$ cat config.mk
export PLATFORM = sky130hd
export DESIGN_NAME = pwm_multi
export DESIGN_NICKNAME = d
export VERILOG_FILES = /design/src/rtl/pwm_multi.sv
export SDC_FILE = /design/constraint.sdc
export NUM_CORES = 1
export LEC_CHECK = 0
export BUFFER_PORTS_ARGS = -buffer_cell sky130_fd_sc_hd__buf_4
export CORE_MARGIN = 2
export CORE_UTILIZATION = 45
export CTS_BUF_LIST = sky130_fd_sc_hd__clkbuf_8
export CTS_CLUSTER_SIZE = 16
export DETAILED_ROUTE_END_ITERATION = 7
export GPL_ROUTABILITY_DRIVEN = 0
export HOLD_SLACK_MARGIN = 0.08
export PLACE_DENSITY = 0.77
export SETUP_SLACK_MARGIN = 0.15
export SYNTH_ARGS = -nofsm -noshare
export SYNTH_HDL_FRONTEND = slang
export SYNTH_SLANG_ARGS = --single-unit
$ cat constraint.sdc
create_clock -name clk -period 3.9 [get_ports clk]
set_input_delay 0.195 -clock clk [delete_from_list [all_inputs] [get_ports clk]]
set_output_delay 0.195 -clock clk [all_outputs]
set_load 0.02 [all_outputs]
$ cat src/rtl/pwm_multi.sv
// ---------------------------------------------------------------------------
// pwm_multi
//
// Multi-channel PWM generator. All channels share one period counter with a
// runtime-programmable terminal count and a runtime-selectable counting mode
// (edge-aligned or center-aligned). Each channel owns a shadow duty register,
// written at any time by load / inc / dec strobes, and an active duty
// register. The active register is refreshed from the shadow only at a
// period boundary, so a duty change can never produce a truncated pulse.
//
// Ports
//   clk          clock
//   rst          synchronous, active-high reset (overrides en and strobes)
//   en           global enable; low holds the counter at 0, forces outputs low
//   period       terminal count P, taken at each period boundary
//   mode         0 = edge-aligned, 1 = center-aligned, taken at boundary
//   duty_load    per-channel strobe: shadow <= duty_in slice
//   duty_in      channel i duty in bits [i*WIDTH +: WIDTH]
//   duty_inc     per-channel saturating +1 of shadow
//   duty_dec     per-channel saturating -1 of shadow
//   pwm_out      registered PWM outputs
//   period_start registered one-cycle pulse on the first cycle of a period
//   duty_out     active (in-use) duty per channel, same packing as duty_in
// ---------------------------------------------------------------------------
module pwm_multi #(
    parameter int WIDTH    = 8,
    parameter int CHANNELS = 4
) (
    input  logic                      clk,
    input  logic                      rst,
    input  logic                      en,
    input  logic [WIDTH-1:0]          period,
    input  logic                      mode,
    input  logic [CHANNELS-1:0]       duty_load,
    input  logic [CHANNELS*WIDTH-1:0] duty_in,
    input  logic [CHANNELS-1:0]       duty_inc,
    input  logic [CHANNELS-1:0]       duty_dec,
    output logic [CHANNELS-1:0]       pwm_out,
    output logic                      period_start,
    output logic [CHANNELS*WIDTH-1:0] duty_out
);

    localparam logic [WIDTH-1:0] DUTY_MAX = '1;
    localparam logic             DIR_UP   = 1'b0;
    localparam logic             DIR_DOWN = 1'b1;

    function automatic logic [WIDTH-1:0] sat_inc(input logic [WIDTH-1:0] v);
        return (v == DUTY_MAX) ? v : v + WIDTH'(1);
    endfunction

    function automatic logic [WIDTH-1:0] sat_dec(input logic [WIDTH-1:0] v);
        return (v == '0) ? v : v - WIDTH'(1);
    endfunction

    logic [WIDTH-1:0] cnt;
    logic             dir;
    logic [WIDTH-1:0] period_act;
    logic             mode_act;
    logic [WIDTH-1:0] shadow [CHANNELS];
    logic [WIDTH-1:0] active [CHANNELS];
    logic             boundary;

    // Shadow registers: written every cycle, independent of en.
    always_ff @(posedge clk) begin
        for (int i = 0; i < CHANNELS; i++) begin
            if (rst) begin
                shadow[i] <= '0;
            end else if (duty_load[i]) begin
                shadow[i] <= duty_in[i*WIDTH +: WIDTH];
            end else if (duty_inc[i] && !duty_dec[i]) begin
                shadow[i] <= sat_inc(shadow[i]);
            end else if (duty_dec[i] && !duty_inc[i]) begin
                shadow[i] <= sat_dec(shadow[i]);
            end
        end
    end

    // Last cycle of the current period. In center mode the down-count ends
    // at 1 (not 0) so that the shared 0 is counted once per period; a zero
    // period makes every cycle a boundary.
    always_comb begin
        if (mode_act) begin
            boundary = ((dir == DIR_DOWN) && (cnt <= WIDTH'(1))) || (period_act == '0);
        end else begin
            boundary = (cnt >= period_act);
        end
    end

    // Counter / active-register stage and registered compare stage.
    always_ff @(posedge clk) begin
        if (rst) begin
            cnt          <= '0;
            dir          <= DIR_UP;
            period_act   <= '0;
            mode_act     <= 1'b0;
            pwm_out      <= '0;
            period_start <= 1'b0;
            for (int i = 0; i < CHANNELS; i++) begin
                active[i] <= '0;
            end
        end else if (!en) begin
            // Idle: keep the configuration live so the first enabled cycle
            // starts a fresh period with the latest settings.
            cnt          <= '0;
            dir          <= DIR_UP;
            period_act   <= period;
            mode_act     <= mode;
            pwm_out      <= '0;
            period_start <= 1'b0;
            for (int i = 0; i < CHANNELS; i++) begin
                active[i] <= shadow[i];
            end
        end else begin
            period_start <= (cnt == '0);
            for (int i = 0; i < CHANNELS; i++) begin
                pwm_out[i] <= (active[i] > cnt);
            end

            if (boundary) begin
                cnt        <= '0;
                dir        <= DIR_UP;
                period_act <= period;
                mode_act   <= mode;
                for (int i = 0; i < CHANNELS; i++) begin
                    active[i] <= shadow[i];
                end
            end else if (!mode_act) begin
                cnt <= cnt + WIDTH'(1);
            end else if (dir == DIR_UP) begin
                if (cnt == period_act) begin
                    dir <= DIR_DOWN;
                    cnt <= cnt - WIDTH'(1);
                end else begin
                    cnt <= cnt + WIDTH'(1);
                end
            end else begin
                cnt <= cnt - WIDTH'(1);
            end
        end
    end

    always_comb begin
        duty_out = '0;
        for (int i = 0; i < CHANNELS; i++) begin
            duty_out[i*WIDTH +: WIDTH] = active[i];
        end
    end

endmodule

==> summary.md, run 1 <==
| Metric | Value |
|---|---|
| Antenna Cells | 0 |
| Largest net degree at the start of global routing | 33 |
| Synth top cells by count | 64 x edfxtp_1, 56 x ha_1, 43 x inv_1 |
| Share of the synthesized area in the top cell type | 32.28% |
| Tcrit/Tclk final | 69.71% |
| Final HPWL DP | 10.64 mm |
| Post-Synthesis Net Count | 725 |
| Sequential area share after synthesis | 40.01% |
| Highest clock rate | 367.8 MHz |
| DRT iter0 DRCs | 360 |
| Fin nets | 808 |
| Core region area | 0.01309 mm^2 |
| Max_slew headroom | 28.83% |
| Synth unique cells | 60 |
| DR WL/cell | 16.42 um |
| Endpoints failing hold | 0 |
| Initial antenna violation count | 0 |
| First-pass GRT wire length | 23.03 mm |
| Cells after synthesis | 613 |
| DIE AREA | 0.01417 mm^2 |
| Chip Width | 119.0 um |
| Total track usage | 20.17% |
| WP data arrival | 2.85 ns |
| #FFs+latches synth | 87 |
| Cell Rows | 42 |
| Vias in the first global route | 4844 |
| CP endpoint kind | flop |
| CP Launch Type | flop |
| Num Clock Sinks | 87 |
| CP required | 4.03 ns |
| Critical path buffers and inverters | 1 |
| # DRC | 0 |
| Mapped Avg Cell Area | 9.714 um^2 |
| Detailed Route WL | 14.38 mm |
| CTS Buffer Depth | 2 |
| Post-synth EDFFs | 64 |
| Filler cells | 1138 |
| Most common cell in the synthesized netlist | edfxtp_1 |
| Root Buffer | clkbuf_8 |
| Maxcap violations | 0 |
| Status | complete, no violations |
| # port buffers | 92 |
| Worst hold path type | input pin to flop |
| Area occupied by multi-input gates | 0.003261 mm^2 |
| Grt ovf | 0 |
| Initial Util | 45.51% |
| Largest stage delay on the critical path | 0.54 ns |
| Post-DR vias/cell | 5.709 |
| Synth Flop Type | edfxtp_1 |
| Vias | 5001 |
| Least-Margin Pin Slew | 1.056 ns |
| Register area | 0.002382 mm^2 |
| Layout cells sized above 1 | 20.29% |
| Unrepaired setup endpoints after global routing | false |
| Clk Latency, worst-skew pair | 0.37 ns |
| Final Critical Period | 2.719 ns |
| Crit path kind | flop to flop |
| Worst-path clk slew | 0.09 ns |
| CTS tree | built |
| Max Slew Vio Count | 0 |
| Synth top area cells | edfxtp_1 32%, ha_1 12%, dfxtp_1 7.7% |
| P&R area growth vs syn | 17.31% |
| Leakage | 0.002865 uW |
| CP Cell Sequence | inv_1 > ha_1 > nand2b_1 > a2111o_1 > a211oi_2 > a211oi_4 > and2_2 |
| Final Setup Violations | 0 |
| Setup_tns | 0 ns |
| Fin util | 53.39% |
| CP top delay family | compound AO/OA/AOI/OAI gates |
| Critical-path maximum fanout | 32 |
| Slowest CP cell | dfxtp_1 |
| Post-CTS sizing | 0 |
| Clk_skew | 0.006438 ns |
| Antenna viol nets, final | 0 |
| Synth Cell Area | 0.005954 mm^2 |
| Peak VDD IR | 0.1540 mV |
| PwrDens | 398.4 mW/mm^2 |
| Clock H-tree levels | 3 |
| Async set-or-reset flop fraction in the synthesized netlist | 0% |
| Drt pass-1 iters | 5 |
| Total CTS buffers | 9 |
| Die Span Y | 119.0 um |
| Yosys top cell by area | edfxtp_1 |
| Io pins | 93 |
| Synth Warn # | 0 |
[report_power, final]
part           switching [uW]  total (uW)  internal (uW)
logic                     469         872            403
registers                 159        1300           1140
clock network             324         610            286
[sequential cells by signal, indices dropped and copies added (netlist names)]
signal	count
active	32
mode_act	1
period_act	8
dir	1
cnt	8
shadow	32
pwm_out	4
period_start	1
[worst reg2reg max path: stages, from the launching register on]
cell and delay [ns]:
dfxtp_1 0.54, inv_1 0.14, ha_1 0.33, nand2b_1 0.14
a2111o_1 0.43, a211oi_2 0.42, a211oi_4 0.21, and2_2 0.28
[cells in the final DEF (no fill, tap or decap), types with 5 or more instances in the layout]
master         count
nor4_1            10
mux2i_1            9
xnor2_1           24
and3_1            11
a221o_1            6
edfxtp_1          64
clkbuf_8           9
nor2b_1           13
a21oi_1           35
a22oi_1           10
xor2_1            13
ha_1              56
inv_1             45
and2_2            17
nand3_1           20
dfxtp_1           23
a221oi_1           8
nor3_1            16
nand2b_1          14
o21a_1             5
dlygate4sd3_1      5
o21ai_0           26
nor2_1            29
and2_1            18
buf_4             97
nand4_1           16
nand2_1           39
[stage by stage]
stage | hold WS [ns] | total power [uW] | instances | instance area [um^2] | setup slack, ns
3_5_place_dp | 0.4686 | 2181 | 856 | 6756 | 1.183
2_1_floorplan | 0.3310 | 1880 | 613 | 5954 | 1.095
3_3_place_gp | 0.4550 | 2136 | 856 | 6756 | 1.268
5_1_grt | 0.08356 | 2941 | 876 | 6985 | 1.034
6_report | 0.09283 | 2783 | 876 | 6985 | 1.181
4_1_cts | 0.08268 | 2788 | 876 | 6985 | 1.175
[final cells by class]
class                   count  area share [%]
multi-input cells         452           46.68
flip-flops and latches     87           34.10
repair buffers            102           11.14
well taps                 176           3.152
inverters                  44           2.364
clock buffers               9           1.773
clock inverters             6          0.7881
[kinds of logic (layout without fill, tap and decap cells)]
kind of cell             after synthesis  in the layout  share of synthesized area, %
AND/OR/NAND/NOR                      221            221                         20.91
AO/OA/AOI/OAI                        129            129                         15.13
flip-flops                            87             87                         40.01
buffers and inverters                 74            161                         5.232
adder cells (fa/ha/maj)               56             56                         11.77
XOR/XNOR                              37             37                         5.442
multiplexers                           9              9                         1.513
[what timing repair did]
| item | 4_1_cts | 5_1_grt |
|---|---|---|
| setup buffers | 0 | 0 |
| hold endpoints to repair | 5 | 0 |
| hold buffers | 5 | 0 |
[per-layer routing]
| layer | share of wire (%) | vias to the layer above | GRT usage (%) |
|---|---|---|---|
| met5 | 0 | - | 0 |
| met4 | 2.5 | 0 | 8.036 |
| met3 | 5.8 | 28 | 4.167 |
| met2 | 51 | 164 | 35.49 |
| met1 | 41 | 2391 | 24.00 |
| li1 | - | 2418 | - |
[worst paths after layout]
kind	end	slack, ns	depth (start not counted)	startpoint
worst max-delay path	active[0][0]	1.18	7	cnt[0]
worst min-delay path	period_act[0]	0.09	3	period[0]
worst max register to register	active[0][0]	1.18	7	cnt[0]
worst min register to register	period_act[7]	0.49	2	period_act[7]
Power figures use the tool's default switching activity.
==> run 2: changes to the inputs <==
Settings changed: PLACE_DENSITY 0.77 to 0.79.
Clock period 3.9 ns to 2.3 ns, I/O delays scaled along.
==> summary.md, run 2 (same netlist as run 1, synthesis figures left out) <==
| Metric | Value |
|---|---|
| Status | complete, no violations |
| Sequential share of power | 42.1% |
| Commonest non-fill, non-tap cell in the layout | buf_4 |
| Num Clock Sinks | 87 |
| Core region area | 0.01309 mm^2 |
| WP data arrival | 2.51 ns |
| Fin cells | 951 |
| Peak VDD IR | 0.2949 mV |
| Setup_tns | 0 ns |
| Highest clock rate | 441.1 MHz |
| Met3 routed WL | 1.085 mm |
| M1 wire length | 6.505 mm |
| Least-Margin Pin Slew | 0.9454 ns |
| Unrepaired setup endpoints after global routing | true |
| CTS Buffer Depth | 2 |
| Layout cells sized above 1 | 29.55% |
| Worst r2r dst | active[2][7] |
| Root Buffer | clkbuf_8 |
| PwrDens | 653.6 mW/mm^2 |
| Critical-path maximum fanout | 8 |
| Worst R2R Start | period_act[5] |
| Psw | 1786 uW |
| Grt ovf | 0 |
| Inst Count DP | 894 |
| Clk_skew | 0.009366 ns |
| Antenna viol nets, final | 0 |
| Crit path kind | flop to flop |
| Vias | 5441 |
| Worst hold endpoint | shadow[2][0] |
| Worst hold path type | input pin to flop |
| Drt pass-1 iters | 5 |
| Largest net degree at the start of global routing | 23 |
| Antenna Cells | 0 |
| DIE AREA | 0.01417 mm^2 |
| Hold Crit Depth | 3 |
| Tcrit/Tclk final | 98.56% |
| Leakage | 0.003290 uW |
| Top sig layer | met4 |
| Max Slew Vio Count | 0 |
| # port buffers | 92 |
| Final Critical Period | 2.267 ns |
| # DRC | 0 |
| Min-delay src | duty_in[16] |
| Detailed Route WL | 16.46 mm |
| Final Setup Violations | 0 |
| Endpoints failing hold | 0 |
| Fin nets | 883 |
| Chip Width | 119.0 um |
| Total track usage | 22.50% |
| DRT iter0 DRCs | 350 |
| Maxcap violations | 0 |
| Int Pwr | 3371 uW |
| Final HPWL DP | 11.45 mm |
| Post-DR vias/cell | 5.721 |
| Clk Latency, worst-skew pair | 0.37 ns |
| R2R depth | 9 |
| Vias in the first global route | 5329 |
| Minimum setup slack among reg-to-reg paths | 0.03 ns |
| Switching share of power | 34.63% |
| DR WL/cell | 17.31 um |
| CP required | 2.54 ns |
| First-pass GRT wire length | 25.39 mm |
| Clock H-tree levels | 3 |
| Cell Rows | 42 |
| Initial Util | 45.51% |
| Largest regs | active x32, shadow x32 |
| P&R area growth vs syn | 32.49% |
| Combinational power share | 37.9% |
| Total CTS buffers | 9 |
| Hold Slack | 0.08757 ns |
| CP endpoint kind | flop |
| Worst-path clk slew | 0.08 ns |
| CP Launch Type | flop |
| Clock power share | 20.0% |
| Max_slew headroom | 36.49% |
| Initial antenna violation count | 0 |
| Met2 wire length | 8.234 mm |
| Die Span Y | 119.0 um |
| Commonest cells after routing, fill and taps aside | 144 x buf_4, 64 x edfxtp_1, 50 x ha_1, 41 x inv_1, 39 x nand2_1 |
| Io pins | 93 |
| CTS tree | built |
## run 2: cell types whose count changed in the layout (fill, tap and decap cells not counted), sizes merged
cell,change
clkinv,+1
dlygate4sd3,+20
inv,-1
buf,+53
clkbuf,+1
a211oi,+1
## run 2: power by group through the flow
stage	clock network, uW	registers, uW	logic, uW
global placement	0	2190	1590
global route	1120	2200	2110
CTS	1040	2160	1810
detailed placement	0	2200	1670
floorplan	0	2230	995
finish	1030	2170	1950
## run 2: worst max-delay path, cell delays in order, from the launching register on
cell and delay, ns:
dfxtp_2 0.33, inv_1 0.06, ha_4 0.26, a21oi_1 0.10
o211ai_1 0.44, a211oi_4 0.06, buf_4 0.16, a211oi_4 0.36
clkbuf_16 0.24, and2_4 0.13
## run 2: cell type report
| type | count | area (um^2) |
|---|---|---|
| clock inverter | 6 | 53.80 |
| timing repair buffer | 176 | 1468 |
| tap | 176 | 220.2 |
| inverter | 44 | 167.7 |
| clock buffer | 9 | 123.9 |
| sequential | 87 | 2395 |
| fill | 1025 | 5196 |
| multi-input combinational | 453 | 3461 |
## run 2: worst max-delay path by stage
stage                        from       endpoint  slack [ns]
finish              period_act[5]   active[2][7]        0.03
global route               cnt[0]   active[3][1]      -0.002
CTS                 period_act[4]  period_act[5]        0.07
detailed placement  period_act[7]   active[1][3]       -0.19
global placement    period_act[7]   active[1][3]       -0.10
floorplan                  cnt[0]   active[0][1]        0.16
## run 2: routing by layer
metal,up-vias,global-route usage [%]
met5,-,0
met4,0,10.12
met3,50,3.688
met2,252,39.04
met1,2561,27.38
li1,2578,-
## run 2: timing repair
action	4_1_cts	5_1_grt
hold buffers	24	1
buffers inserted	8	7
setup endpoints to repair	83	89
endpoints found under the hold margin	23	1
resized for setup	8	26
pin swaps	4	7
gates cloned	1	1
## run 2: per-stage QoR
| step | setup slack, ns | util (%) | total power, uW | cell area (um^2) |
|---|---|---|---|---|
| 6_report | 0.03312 | 60.29 | 5156 | 7889 |
| 3_3_place_gp | -0.1012 | 54.43 | 3781 | 7122 |
| 2_1_floorplan | 0.1604 | - | 3230 | 6010 |
| 4_1_cts | 0.06842 | 58.69 | 5003 | 7680 |
| 5_1_grt | -0.002491 | 60.29 | 5425 | 7889 |
| 3_5_place_dp | -0.1874 | 54.43 | 3870 | 7122 |
==> run 3: changes to the inputs <==
Settings changed: BUFFER_PORTS_ARGS -buffer_cell sky130_fd_sc_hd__buf_4 to -buffer_cell sky130_fd_sc_hd__buf_2.
==> summary.md, run 3 (same netlist as run 1, synthesis figures left out) <==
| Metric | Value |
|---|---|
| # port buffers | 92 |
| Layout cells sized above 1 | 29.94% |
| Worst hold path type | input pin to flop |
| Total CTS buffers | 9 |
| Placed cell areas | 0.006903 mm^2 |
| Unrepaired setup endpoints after global routing | true |
| Cell Rows | 42 |
| Worst r2r dst | active[2][6] |
| Final Critical Period | 2.275 ns |
| DIE AREA | 0.01417 mm^2 |
| Area occupied by multi-input gates | 0.003502 mm^2 |
| Endpoints failing hold | 0 |
| PwrDens | 644.3 mW/mm^2 |
| Post-DR vias/cell | 5.562 |
| Clock H-tree levels | 3 |
| CP Launch Type | flop |
| Initial Util | 45.51% |
| CP endpoint kind | flop |
| Minimum setup slack among reg-to-reg paths | 0.03 ns |
| CP required | 2.42 ns |
| Pre-CTS setup slack | -0.2073 ns |
| Worst-path clk slew | 0.09 ns |
| Least-Margin Pin Slew | 1.220 ns |
| Root Buffer | clkbuf_8 |
| Leakage | 0.003241 uW |
| DRT iter0 DRCs | 346 |
| DR WL/cell | 16.60 um |
| Final HPWL DP | 10.98 mm |
| Drt pass-1 iters | 5 |
| CTS tree | built |
| Fin cells | 951 |
| Filler cells | 1123 |
| Tcrit/Tclk final | 98.91% |
| Grt ovf | 0 |
| Fin nets | 882 |
| Clk_skew | 0.01270 ns |
| Register area | 0.002390 mm^2 |
| P&R area growth vs syn | 28.09% |
| Initial antenna violation count | 0 |
| First-pass GRT wire length | 25.22 mm |
| Commonest cells after routing, fill and taps aside | 92 x buf_2, 64 x edfxtp_1, 54 x ha_1, 49 x buf_4, 47 x inv_1 |
| Total power | 4914 uW |
| Max_slew headroom | 18.46% |
| Antenna viol nets, final | 0 |
| Commonest non-fill, non-tap cell in the layout | buf_2 |
| Maxcap violations | 0 |
| Hold Slack | 0.08251 ns |
| CTS Buffer Depth | 2 |
| Final Setup Violations | 0 |
| Worst R2R Start | cnt[0] |
| Clk Latency, worst-skew pair | 0.37 ns |
| Vias in the first global route | 5128 |
| Status | complete, no violations |
| Total track usage | 22.20% |
| Inst Count DP | 898 |
| Core region area | 0.01309 mm^2 |
| # DRC | 0 |
| Chip Width | 119.0 um |
| CP Capture Point | active[2][6] |
| Fin worst setup slack | 0.02509 ns |
| Die Span Y | 119.0 um |
| Post-route cell area | 0.007627 mm^2 |
| Antenna Cells | 0 |
| Setup crit start | cnt[0] |
| Largest net degree at the start of global routing | 17 |
| Largest regs | active x32, shadow x32 |
| Io pins | 93 |
| WP data arrival | 2.40 ns |
| R2R depth | 9 |
| Num Clock Sinks | 87 |
| Max Slew Vio Count | 0 |
| Crit path kind | flop to flop |
| Detailed Route WL | 15.79 mm |
| Highest clock rate | 439.6 MHz |
| Vias | 5289 |
| Peak VDD IR | 0.2587 mV |
| Critical-path maximum fanout | 5 |
## run 3: per-stage QoR
step | setup TNS [ns] | util [%]
6_report | 0 | 58.29
5_1_grt | -0.2162 | 58.29
4_1_cts | 0 | 56.93
3_5_place_dp | -6.097 | 52.75
3_3_place_gp | -3.739 | 52.75
2_1_floorplan | 0 | -
## run 3: what timing repair did
action	CTS	global route
pin swaps	12	11
setup buffers	8	3
endpoints found under the hold margin	23	0
hold buffers	23	0
gates cloned	3	0
setup endpoints to repair	70	78
gates resized for setup	21	31
## run 3: area by class of cell
| type | instances | share of cell area, % |
|---|---|---|
| Tap cell | 176 | 2.887 |
| Timing Repair Buffer | 174 | 15.70 |
| Multi-Input combinational cell | 454 | 45.92 |
| Clock buffer | 9 | 1.624 |
| Sequential cell | 87 | 31.33 |
| Clock inverter | 7 | 0.3445 |
| Inverter | 44 | 2.198 |
## run 3: metal layers
| metal | GRT usage (%) | share of wire, % |
|---|---|---|
| met1 | 28.06 | 43 |
| met2 | 38.51 | 50 |
| met5 | 0 | 0 |
| met4 | 9.375 | 2.4 |
| met3 | 2.395 | 4.4 |
## run 3: power by group
part           total (uW)  switching [uW]  internal [uW]
registers            2150             209           1940
clock network         904             537            367
logic                1860             996            868
## run 3: how the worst min path moves through the flow
stage / cells after the start / to / start
6_report: 3 / shadow[3][5] / duty_in[29]
5_1_grt: 3 / shadow[2][3] / duty_in[19]
4_1_cts: 3 / shadow[3][5] / duty_in[29]
3_5_place_dp: 3 / period_act[1] / period[1]
3_3_place_gp: 3 / period_act[1] / period[1]
2_1_floorplan: 2 / mode_act / en
## run 3: worst max-delay path: stages, from the launching register on
cell	delay, ns
dfxtp_4	0.37
inv_4	0.04
ha_4	0.20
nand2b_4	0.13
a2111o_1	0.47
a211oi_4	0.28
buf_6	0.17
a211oi_4	0.06
buf_6	0.15
and2_1	0.15
